**config.mk**
```make
export PLATFORM = sky130hd
export DESIGN_NAME = cp0_regfile
export DESIGN_NICKNAME = d
export VERILOG_FILES = /design/src/rtl/cp0_regfile_pkg.sv /design/src/rtl/cp0_regfile_timer.sv /design/src/rtl/cp0_regfile.sv
export SDC_FILE = /design/constraint.sdc
export NUM_CORES = 1
export LEC_CHECK = 0
export BUFFER_PORTS_ARGS = -buffer_cell sky130_fd_sc_hd__buf_2
export CAP_MARGIN = 40
export CORE_AREA = 2 2 144 146
export DETAILED_ROUTE_END_ITERATION = 10
export DIE_AREA = 0 0 146 148
export GPL_TIMING_DRIVEN = 0
export PLACE_DENSITY = 0.75
export SLEW_MARGIN = 20
export SYNTH_ARGS = -nofsm -noshare
export SYNTH_HDL_FRONTEND = slang
export SYNTH_SLANG_ARGS = --single-unit
```
**constraint.sdc**
```tcl
create_clock -name clk -period 8.18 [get_ports clk]
set_input_delay 0 -clock clk [delete_from_list [all_inputs] [get_ports clk]]
set_output_delay 0 -clock clk [all_outputs]
set_load 0.05 [all_outputs]
```
**src/rtl/cp0_regfile_pkg.sv**
```systemverilog
// Shared CP0 definitions: register numbers, committed exception codes,
// register field positions and the exception classification helper.
package cp0_defs;

  localparam logic [4:0] REG_BADVADDR = 5'd8;
  localparam logic [4:0] REG_COUNT    = 5'd9;
  localparam logic [4:0] REG_COMPARE  = 5'd11;
  localparam logic [4:0] REG_STATUS   = 5'd12;
  localparam logic [4:0] REG_CAUSE    = 5'd13;
  localparam logic [4:0] REG_EPC      = 5'd14;

  localparam logic [31:0] EXC_INT  = 32'h0000_0001;
  localparam logic [31:0] EXC_ADEL = 32'h0000_0004;
  localparam logic [31:0] EXC_ADES = 32'h0000_0005;
  localparam logic [31:0] EXC_SYS  = 32'h0000_0008;
  localparam logic [31:0] EXC_BP   = 32'h0000_0009;
  localparam logic [31:0] EXC_RI   = 32'h0000_000A;
  localparam logic [31:0] EXC_OV   = 32'h0000_000C;
  localparam logic [31:0] EXC_TR   = 32'h0000_000D;
  localparam logic [31:0] EXC_ERET = 32'h0000_000E;

  localparam int EXL_BIT    = 1;
  localparam int IE_BIT     = 0;
  localparam int BD_BIT     = 31;
  localparam int IP_HI      = 15;
  localparam int IP_LO      = 8;
  localparam int EXCCODE_HI = 6;
  localparam int EXCCODE_LO = 2;

  localparam logic [31:0] CP0_STATUS_RST = 32'h0040_0000;

  typedef enum logic [1:0] {
    EXC_CLASS_NONE,
    EXC_CLASS_RECORD,
    EXC_CLASS_ERET
  } exc_class_t;

  // Unknown nonzero codes classify as NONE: they leave the register file untouched.
  function automatic exc_class_t classify_exc(input logic [31:0] code);
    case (code)
      EXC_INT, EXC_ADEL, EXC_ADES, EXC_SYS, EXC_BP,
      EXC_RI, EXC_OV, EXC_TR:                      return EXC_CLASS_RECORD;
      EXC_ERET:                                    return EXC_CLASS_ERET;
      default:                                     return EXC_CLASS_NONE;
    endcase
  endfunction

endpackage

```
**src/rtl/cp0_regfile_timer.sv**
```systemverilog
// Count/Compare timer: Count advances every second cycle, and a match against
// a nonzero Compare latches a sticky interrupt until Compare is rewritten.
module cp0_timer (
  input  logic        clk,
  input  logic        rst,
  input  logic        count_we,
  input  logic        compare_we,
  input  logic [31:0] wdata,
  output logic [31:0] count,
  output logic [31:0] compare,
  output logic        timer_int
);

  logic tick;

  always_ff @(posedge clk) begin
    if (rst) begin
      tick      <= 1'b0;
      count     <= 32'd0;
      compare   <= 32'd0;
      timer_int <= 1'b0;
    end else begin
      if (count_we) begin
        count <= wdata;
        tick  <= 1'b0;
      end else begin
        tick <= ~tick;
        if (tick) count <= count + 32'd1;
      end

      // A Compare write clears the pending flag; any match it creates is seen next cycle.
      if (compare_we) begin
        compare   <= wdata;
        timer_int <= 1'b0;
      end else if ((count == compare) && (compare != 32'd0)) begin
        timer_int <= 1'b1;
      end
    end
  end

endmodule

```
**src/rtl/cp0_regfile.sv**
```systemverilog
// Coprocessor-0 register file: MFC0/MTC0 access, exception/ERET commit into
// Status/Cause/EPC/BadVAddr, and the Count/Compare timer interrupt.
module cp0_regfile
  import cp0_defs::*;
#(
  parameter logic [31:0] STATUS_RST   = CP0_STATUS_RST,
  parameter logic [31:0] STATUS_WMASK = 32'h0000_FF03
) (
  input  logic        clk,
  input  logic        rst,
  input  logic        we,
  input  logic [4:0]  waddr,
  input  logic [31:0] wdata,
  input  logic [4:0]  raddr,
  output logic [31:0] rdata,
  input  logic [5:0]  int_i,
  input  logic [31:0] excepttype,
  input  logic [31:0] cur_pc,
  input  logic        in_delayslot,
  input  logic [31:0] bad_addr,
  output logic [31:0] status_o,
  output logic [31:0] cause_o,
  output logic [31:0] epc_o,
  output logic [31:0] count_o,
  output logic [31:0] compare_o,
  output logic [31:0] badvaddr_o,
  output logic        timer_int_o
);

  logic [31:0] status;
  logic [31:0] cause;
  logic [31:0] epc;
  logic [31:0] badvaddr;
  exc_class_t  exc_class;
  logic        mtc0;
  logic        is_addr_exc;

  assign exc_class   = classify_exc(excepttype);
  assign is_addr_exc = (excepttype == EXC_ADEL) || (excepttype == EXC_ADES);
  // Any committed exception squashes the MTC0 issued alongside it.
  assign mtc0        = we && (excepttype == 32'd0);

  cp0_timer u_timer (
    .clk        (clk),
    .rst        (rst),
    .count_we   (mtc0 && (waddr == REG_COUNT)),
    .compare_we (mtc0 && (waddr == REG_COMPARE)),
    .wdata      (wdata),
    .count      (count_o),
    .compare    (compare_o),
    .timer_int  (timer_int_o)
  );

  always_ff @(posedge clk) begin
    if (rst) begin
      status   <= STATUS_RST;
      cause    <= 32'd0;
      epc      <= 32'd0;
      badvaddr <= 32'd0;
    end else begin
      cause[IP_HI:IP_LO+2] <= {int_i[5] | timer_int_o, int_i[4:0]};

      if (mtc0) begin
        case (waddr)
          REG_STATUS: status <= (status & ~STATUS_WMASK) | (wdata & STATUS_WMASK);
          REG_CAUSE:  cause[IP_LO+1:IP_LO] <= wdata[IP_LO+1:IP_LO];
          REG_EPC:    epc <= wdata;
          default:    ;
        endcase
      end

      case (exc_class)
        EXC_CLASS_RECORD: begin
          // Nested exceptions keep the original return point.
          if (!status[EXL_BIT]) begin
            epc           <= in_delayslot ? (cur_pc - 32'd4) : cur_pc;
            cause[BD_BIT] <= in_delayslot;
          end
          status[EXL_BIT]                 <= 1'b1;
          cause[EXCCODE_HI:EXCCODE_LO]    <= (excepttype == EXC_INT) ? 5'd0 : excepttype[4:0];
          if (is_addr_exc) badvaddr <= bad_addr;
        end
        EXC_CLASS_ERET: status[EXL_BIT] <= 1'b0;
        default: ;
      endcase
    end
  end

  always_comb begin
    rdata = 32'd0;
    case (raddr)
      REG_BADVADDR: rdata = badvaddr;
      REG_COUNT:    rdata = count_o;
      REG_COMPARE:  rdata = compare_o;
      REG_STATUS:   rdata = status;
      REG_CAUSE:    rdata = cause;
      REG_EPC:      rdata = epc;
      default:      rdata = 32'd0;
    endcase
  end

  assign status_o   = status;
  assign cause_o    = cause;
  assign epc_o      = epc;
  assign badvaddr_o = badvaddr;

endmodule

```
==> summary.md, run 1 <==
| Metric | Value |
|---|---|
| Crit path from | `excepttype[4]` |
| Synth Flop Type | `dfxtp_1` |
| P&R area growth vs syn | `41.9%` |
| Final non-filler cell total | `1,869` |
| Worst Path Class, Setup | `input pin to register` |
| WHS Path Cells | `3` |
| Max Transition Viols Final | `0` |
| Pre-CTS setup slack | `4470 ps` |
| Synth unique cells | `55` |
| Critical-path cell list | `dlygate4sd3_1, buf_2, nor4_1, and2_1, and3_1, o311ai_0, inv_1, ha_1, clkbuf_1, nor2b_1, clkbuf_1, clkbuf_1, buf_1, nand2_1, a21oi_1` |
| Setup TNS Final | `0 ps` |
| R2R Path End | `epc_o[0]$_SDFF_PP0_` |
| CTS tree | `built` |
| H-tree depth | `4` |
| Share of flip-flops with an asynchronous set or reset | `0%` |
| Clock-pin slew on the worst setup and hold paths | `60 ps` |
| Crit path DAT | `4280 ps` |
| First-pass GRT wire length | `58.9 mm` |
| Pre-antenna DRT Iters | `5` |
| Status | `finished, final reports clean` |
| Worst Max-Slew Pin Slew | `885 ps` |
| Top delay family on crit path | `buffers and inverters` |
| RSZ-0062 raised after global routing | `false` |
| # setup viols final | `0` |
| PnR Total Power | `1.79 mW` |
| Vias in the first global route | `10.1k` |
| Via Count | `10.7k` |
| Starting Density | `44.0%` |
| Critical path depth | `15` |
| Yosys top cell area share | `35.0%` |
| Slew margin rel. | `between 40% and 50%` |
| Most frequent CP cell | `clkbuf_1` |
| Vias/cell | `5.72` |
| WL/cell | `21.5 um` |
| Antenna viol nets, final | `0` |
| Top post-synthesis cells by area | `dfxtp_1 (35%), nand2_1 (7.5%), xnor2_1 (6.6%)` |
| # fillers | `between 1.5k and 2k` |
| Max-Cap Viols | `0` |
| Clock sinks | `154` |
| Worst reg2reg path startpoint | `status_o[1]$_SDFFE_PP0P_` |
| Die height | `approximately 150 um` |
| Clk buf depth | `2` |
| Leakage Power | `between 5 and 6 nW` |
| CP Buf/Inv Count | `7` |
| # diodes | `0` |
| End of the critical path | `cause_o[31]$_SDFFE_PP0P_` |
| YS warnings | `0` |
| Max incr delay on CP | `540 ps` |
| Endpoint class of the critical path | `register` |
| Mapped cell area | `0.00881 mm2` |
| Placed Cells | `1,741` |
| Hold Path Class | `input pin to register` |
| Initial antenna violation count | `0` |
| Grt ovf | `0` |
| Cts bufs inserted | `17` |
| Hold slack | `21.6 ps` |
| Minimum clock period | `3930 ps` |
| Largest net degree at the start of global routing | `17` |
| WP data required | `between 8000 and 9000 ps` |
| Layout cells sized above 1 | `28.7%` |
| Number of flops mapped to enable cells by yosys | `0` |
| Number of cell rows | `between 50 and 60` |
| Fmax achieved | `approximately 250 MHz` |
| VDD IR max | `0.000110 V` |
| # port buffers | `about 330` |
| Total Wirelength | `40.2 mm` |
| Core area | `about 0.02 mm2` |
| Clock skew | `8.74 ps` |
| Period utilisation layout | `48.0%` |
| Critical Path Fanout Max | `10` |
| Detailed placer's ending HPWL | `31.0 mm` |
| Setup ws final | `between 4000 and 5000 ps` |
| Count leader, synth | `nand2_1` |
| Clk_lat worst skew | `~430 ps` |
| Final Hold Fails | `0` |
| Sequential element share of the synthesized area | `35.0%` |
| Die X | `~150 um` |
| DIE AREA | `~0.022 mm2` |
| Count of state elements after synthesis | `around 150` |
| Top cells by count, synth | `nand2_1 (177), dfxtp_1 (154), a21oi_1 (105)` |
| I/O pin count | `373` |
| Mapped Cells | `1,104` |
| Depth of the most critical reg-to-reg path | `6` |
| Slowest CP cell | `dlygate4sd3_1` |
| Root Buffer | `clkbuf_16` |
| Critical Path Start Type | `input pin` |
| Layout Nets | `1,739` |
| Total track usage | `35.6%` |
| Reg2Reg Setup Slack | `around 5800 ps` |
| Cell taking the most area after synthesis | `dfxtp_1` |
| Initial DRC Count | `between 1k and 1.5k` |
| Detailed-route DRC error count | `0` |
| P per Cell Area | `143 mW/mm2` |
| Placer congestion estimate | `1.04` |
| Synthesized area per cell | `7.98 um2` |
-- cell type report --
cell class                 instances  area, um2  share of cell area [%]
tap                              270        338                    2.70
inverter                           7       26.3                   0.210
sequential                       154       3080                    24.7
timing repair buffer             426       2620                    21.0
clock inverter                    11        149                    1.19
clock buffer                      20        437                    3.49
multi-input combinational        859       5200                    41.6
buffer                           122        653                    5.22
-- worst register-to-register path, delay by kind of cell (launching register included) --
family | cells | cell delay (ps)
AOI/OAI and AO/OA | 2 | 310
and+or+nand+nor | 1 | 230
buffers and inverters | 3 | 1400
DFF | 1 | 440
-- how the worst min path moves through the flow --
| stage | from | endpoint | slack (ps) |
|---|---|---|---|
| global route | waddr[0] | u_timer.timer_int$_SDFFE_PP0P_ | 30 |
| global placement | int_i[0] | cause_o[10]$_SDFF_PP0_ | 210 |
| CTS | waddr[0] | u_timer.timer_int$_SDFFE_PP0P_ | 10 |
| finish | waddr[0] | u_timer.timer_int$_SDFFE_PP0P_ | 20 |
| floorplan | waddr[1] | u_timer.timer_int$_SDFFE_PP0P_ | 100 |
| detailed placement | int_i[0] | cause_o[10]$_SDFF_PP0_ | 210 |
-- cell families (layout without fill, tap and decap cells) --
family / count (synthesis) / in the layout / share of synthesized area [%]
compound gates: 256 / 256 / 19.0
xor+xnor: 81 / 81 / 8.05
fa+ha+maj: 4 / 4 / 0.568
buf+inv: 129 / 586 / 7.71
flops: 154 / 154 / 35.0
mux: 46 / 46 / 5.35
other cells: 2 / 40 / 0.0852
simple gates: 432 / 432 / 24.2
-- cell usage in the layout (no fill, tap or decap), drive strengths merged, types with 7 or more instances in the layout --
cell type and count:
a211oi 31, a21oi 105, a22oi 64, buf 393, clkbuf 79, conb 40, dfxtp 154, dlygate4sd3 96
inv 7, mux2 9, mux2i 37, nand2 177, nand2b 7, nand3 27, nand4 28, nor2 81
nor2b 8, nor3 20, nor4 39, o21ai 27, o31ai 8, or4 7, xnor2 66, xor2 15
-- flip-flops by register name (all words and copies together), names as in the netlist --
signal / cells
badvaddr_o: 32
cause_o: 14
u_timer.compare: 32
u_timer.tick: 1
status_o: 10
u_timer.timer_int: 1
epc_o: 32
u_timer.count: 32
-- per-stage QoR --
stage | area [um2] | utilization (%)
6_report | 12500 | 62.4
4_1_cts | 12500 | 62.3
2_1_floorplan | 8950 | -
3_5_place_dp | 10900 | 54.6
3_3_place_gp | 10900 | 54.6
5_1_grt | 12500 | 62.4
-- per-layer routing --
metal,part of all wire [%],GRT usage [%],vias to the layer above
li1,-,-,4847
met1,37,42.9,4987
met2,46,59.2,723
met3,11,8.21,133
met4,5.1,19.1,0
met5,0,0,-
-- where the power goes --
part           internal, mW  total (mW)  switching, mW
combinational        0.0905       0.227          0.136
sequential            0.753       0.756        0.00369
clock                 0.478       0.803          0.325
total                  1.32        1.79          0.465
-- what timing repair did --
item,in CTS,in global routing
setup buffers,0,0
resized for setup,0,0
hold buffers,96,0
endpoints found under the hold margin,150,0
No activity file was read; power rests on OpenSTA's default activity.
==> run 2: changes to the inputs <==
Settings changed: CORE_AREA 2 2 144 146 to unset, CORE_MARGIN set to 2, CORE_UTILIZATION set to 44, DIE_AREA 0 0 146 148 to unset, PLACE_DENSITY 0.75 to 0.77.
Clock period 8.18 ns to 3.4 ns, I/O delays scaled along.
==> run 2 against run 1 <==
Net effect:
- power increased by 150%
- clock skew decreased by 4.0 ps
- largest cell class unchanged
- critical endpoint unchanged
- clock-buffer cell count is 2 lower
- routed wire length shrank 0.76%
- final area increased by 0.26%
- hold slack worse by 4.4 ps
- flip-flop and latch count stayed put
- worst setup slack lost 4000 ps
- critical path depth is 1 lower
- combinational power increased by 140%
- global-route usage grew 0.061 points
- clock power rose to 2.5 times the previous value
==> summary.md, run 2 (synthesis results as in run 1) <==
| Metric | Value |
|---|---|
| Worst reg2reg path startpoint | `u_timer.count[0]$_SDFFE_PP0P_ (was status_o[1]$_SDFFE_PP0P_)` |
| Vias in the first global route | `10.0k (was 10.1k)` |
| Largest net degree at the start of global routing | `17 (unchanged)` |
| CTS tree | `built (unchanged)` |
| # fillers | `1,753 (was 1,813)` |
| Antenna viol nets, final | `0 (unchanged)` |
| R2R Path End | `u_timer.timer_int$_SDFFE_PP0P_ (was epc_o[0]$_SDFF_PP0_)` |
| P_sw | `1.13 mW (was 0.465 mW)` |
| Seq pwr share | `41.6% (was 42.4%)` |
| Depth of the most critical reg-to-reg path | `6 (unchanged)` |
| Detailed placer's ending HPWL | `30.8 mm (was 31.0 mm)` |
| Leakage Power | `5.45 nW (was 5.41 nW)` |
| I/O pin count | `373 (unchanged)` |
| Critical Path Fanout Max | `10 (unchanged)` |
| Pre-antenna DRT Iters | `6 (was 5)` |
| Max-Cap Viols | `0 (unchanged)` |
| # setup viols final | `0 (unchanged)` |
| Initial antenna violation count | `0 (unchanged)` |
| Initial DRC Count | `1,167 (was 1,254)` |
| Endpoint class of the critical path | `register (unchanged)` |
| Layout cells sized above 1 | `29.0% (was 28.7%)` |
| Metal2 WL | `18.5 mm (was 18.6 mm)` |
| Core area | `0.0195 mm2 (was 0.0200 mm2)` |
| Slew margin rel. | `37.0% (was 40.5%)` |
| Worst Max-Slew Pin Slew | `937 ps (was 885 ps)` |
| Worst hold path startpoint | `cur_pc[20] (was waddr[0])` |
| Clock sinks | `154 (unchanged)` |
| DIE AREA | `0.0212 mm2 (was 0.0216 mm2)` |
| Clock share of power | `46.0% (was 45.0%)` |
| WHS Path Cells | `4 (was 3)` |
| # diodes | `0 (unchanged)` |
| WL/cell | `21.4 um (was 21.5 um)` |
| H-tree depth | `4 (unchanged)` |
| Max Transition Viols Final | `0 (unchanged)` |
| Sw frac | `25.8% (was 26.0%)` |
| Critical Path Start Type | `input pin (unchanged)` |
| Placer congestion estimate | `1.01 (was 1.04)` |
| Minimum clock period | `about 3200 ps` |
| Final Hold Fails | `0 (unchanged)` |
| Multi-input logic area | `0.00520 mm2 (unchanged)` |
| Die height | `146 um (was 148 um)` |
| Int Power | `3.25 mW (was 1.32 mW)` |
| Worst Path Class, Setup | `input pin to register (unchanged)` |
| Vias/cell | `5.76 (was 5.72)` |
| Clk_lat worst skew | `440 ps (was 430 ps)` |
| Fmax achieved | `316 MHz` |
| PnR Total Power | `4.38 mW (was 1.79 mW)` |
| Status | `finished, final reports clean (unchanged)` |
| Layout Nets | `1,741 (was 1,739)` |
| WP data required | `3770 ps (was 8540 ps)` |
| Detailed-route DRC error count | `0 (unchanged)` |
| Number of cell rows | `51 (was 52)` |
| Grt ovf | `0 (unchanged)` |
| Total Wirelength | `39.9 mm (was 40.2 mm)` |
| Via Count | `10.7k (about the same)` |
| First-pass GRT wire length | `58.4 mm (was 58.9 mm)` |
| DP Area | `0.0109 mm2 (about the same)` |
| Clock skew | `4.70 ps (was 8.74 ps)` |
| Top sig layer | `met4 (unchanged)` |
| Hold endpoint | `epc_o[20]$_SDFF_PP0_ (was u_timer.timer_int$_SDFFE_PP0P_)` |
| P&R area growth vs syn | `42.3% (was 41.9%)` |
| Placed Cells | `1,735 (was 1,741)` |
| Most common cell after layout, fill and taps aside | `buf_2 (unchanged)` |
| VDD IR max | `0.000270 V (was 0.000110 V)` |
| P per Cell Area | `349 mW/mm2 (was 143 mW/mm2)` |
| Crit path DAT | `3540 ps (was 4280 ps)` |
| Starting Density | `45.1% (was 44.0%)` |
| Finished Cell Area | `0.0125 mm2 (about the same)` |
| Total track usage | `35.7% (was 35.6%)` |
| Hold Path Class | `input pin to register (unchanged)` |
| Setup bufs post-CTS | `0 (unchanged)` |
| Reg2Reg Setup Slack | `1020 ps (was 5750 ps)` |
| Die X | `146 um (about the same)` |
| FF+latch area | `0.00308 mm2 (unchanged)` |
| Cts bufs inserted | `17 (unchanged)` |
| Final non-filler cell total | `1,865 (was 1,869)` |
| Clock-pin slew on the worst setup and hold paths | `60 ps (about the same)` |
| RSZ-0062 raised after global routing | `false (unchanged)` |
| Met3 wire length | `4.44 mm (was 4.43 mm)` |
| Period utilisation layout | `93.2%` |
| Clk buf depth | `2 (unchanged)` |
| Most frequent cells in the layout | `buf_2 (345), nand2_1 (177), dfxtp_1 (154) (unchanged)` |
| # port buffers | `328 (unchanged)` |
| Root Buffer | `clkbuf_16 (unchanged)` |
| Comb power frac | `12.4% (was 12.7%)` |
| Routed metal-1 wire length | `15.2 mm (was 15.1 mm)` |
run 2: cell types whose count changed in the layout (fill, tap and decap cells not counted), sizes merged:
cell / change
bufinv: +1
buf: -1
dlygate4sd3: +1
clkinvlp: -1
clkinv: +1
run 2: final cells by class:
class / instances / area share [%]
Buffer: 122 / 5.24
Clock buffer: 18 / 3.42
Clock inverter: 12 / 1.41
Inverter: 7 / 0.210
Multi-Input combinational cell: 859 / 41.5
Sequential cell: 154 / 24.6
Tap cell: 265 / 2.64
Timing Repair Buffer: 428 / 21.0
run 2: power by group through the flow:
stage          combinational, mW  clock (mW)  sequential [mW]
6_report                   0.543        2.01             1.82
5_1_grt                    0.572        2.07             1.82
4_1_cts                    0.530        2.00             1.82
3_5_place_dp               0.442           0             1.86
3_3_place_gp               0.440           0             1.86
2_1_floorplan              0.242           0             1.88
run 2: stage by stage:
step / worst slack [ps] / utilization, % / setup TNS [ps] / hold WS (ps)
after floorplan: 733 / - / 0 / 97.0
after global placement: -388 / 56.0 / -2660 / 209
after detailed placement: -390 / 56.0 / -2720 / 213
after CTS: 32.4 / 64.1 / 0 / 11.9
after global routing: 52.2 / 64.2 / 0 / 60.4
final: 232 / 64.2 / 0 / 17.2
run 2: how the worst max path moves through the flow:
stage | start | cells past startpoint | slack, ps | endpoint
2_1_floorplan | excepttype[8] | 13 | 730 | epc_o[27]$_SDFF_PP0_
3_3_place_gp | excepttype[19] | 14 | -390 | cause_o[31]$_SDFFE_PP0P_
3_5_place_dp | excepttype[19] | 14 | -390 | cause_o[31]$_SDFFE_PP0P_
4_1_cts | excepttype[19] | 14 | 30 | cause_o[31]$_SDFFE_PP0P_
5_1_grt | excepttype[19] | 14 | 50 | epc_o[29]$_SDFF_PP0_
6_report | excepttype[19] | 14 | 230 | cause_o[31]$_SDFFE_PP0P_
run 2: what timing repair did:
action / CTS / global route
endpoints found under the hold margin: 150 / 0
gates resized for setup: 0 / 5
setup endpoints to repair: 0 / 10
hold buffers: 97 / 0
run 2: worst max-delay path, cell delays in order:
cell and delay (ps):
buf_2 100, nor4_1 440, and3_1 280, and3_1 240
o311ai_0 200, inv_1 100, ha_1 160, clkbuf_1 380
nor2b_1 340, clkbuf_1 390, clkbuf_2 320, clkbuf_2 270
nand2_1 170, a21oi_1 140
run 2: routing by layer:
layer	vias to the layer above	global-route usage, %
li1	4849	-
met1	5037	44.5
met2	719	58.9
met3	136	7.81
met4	0	16.6
met5	-	0
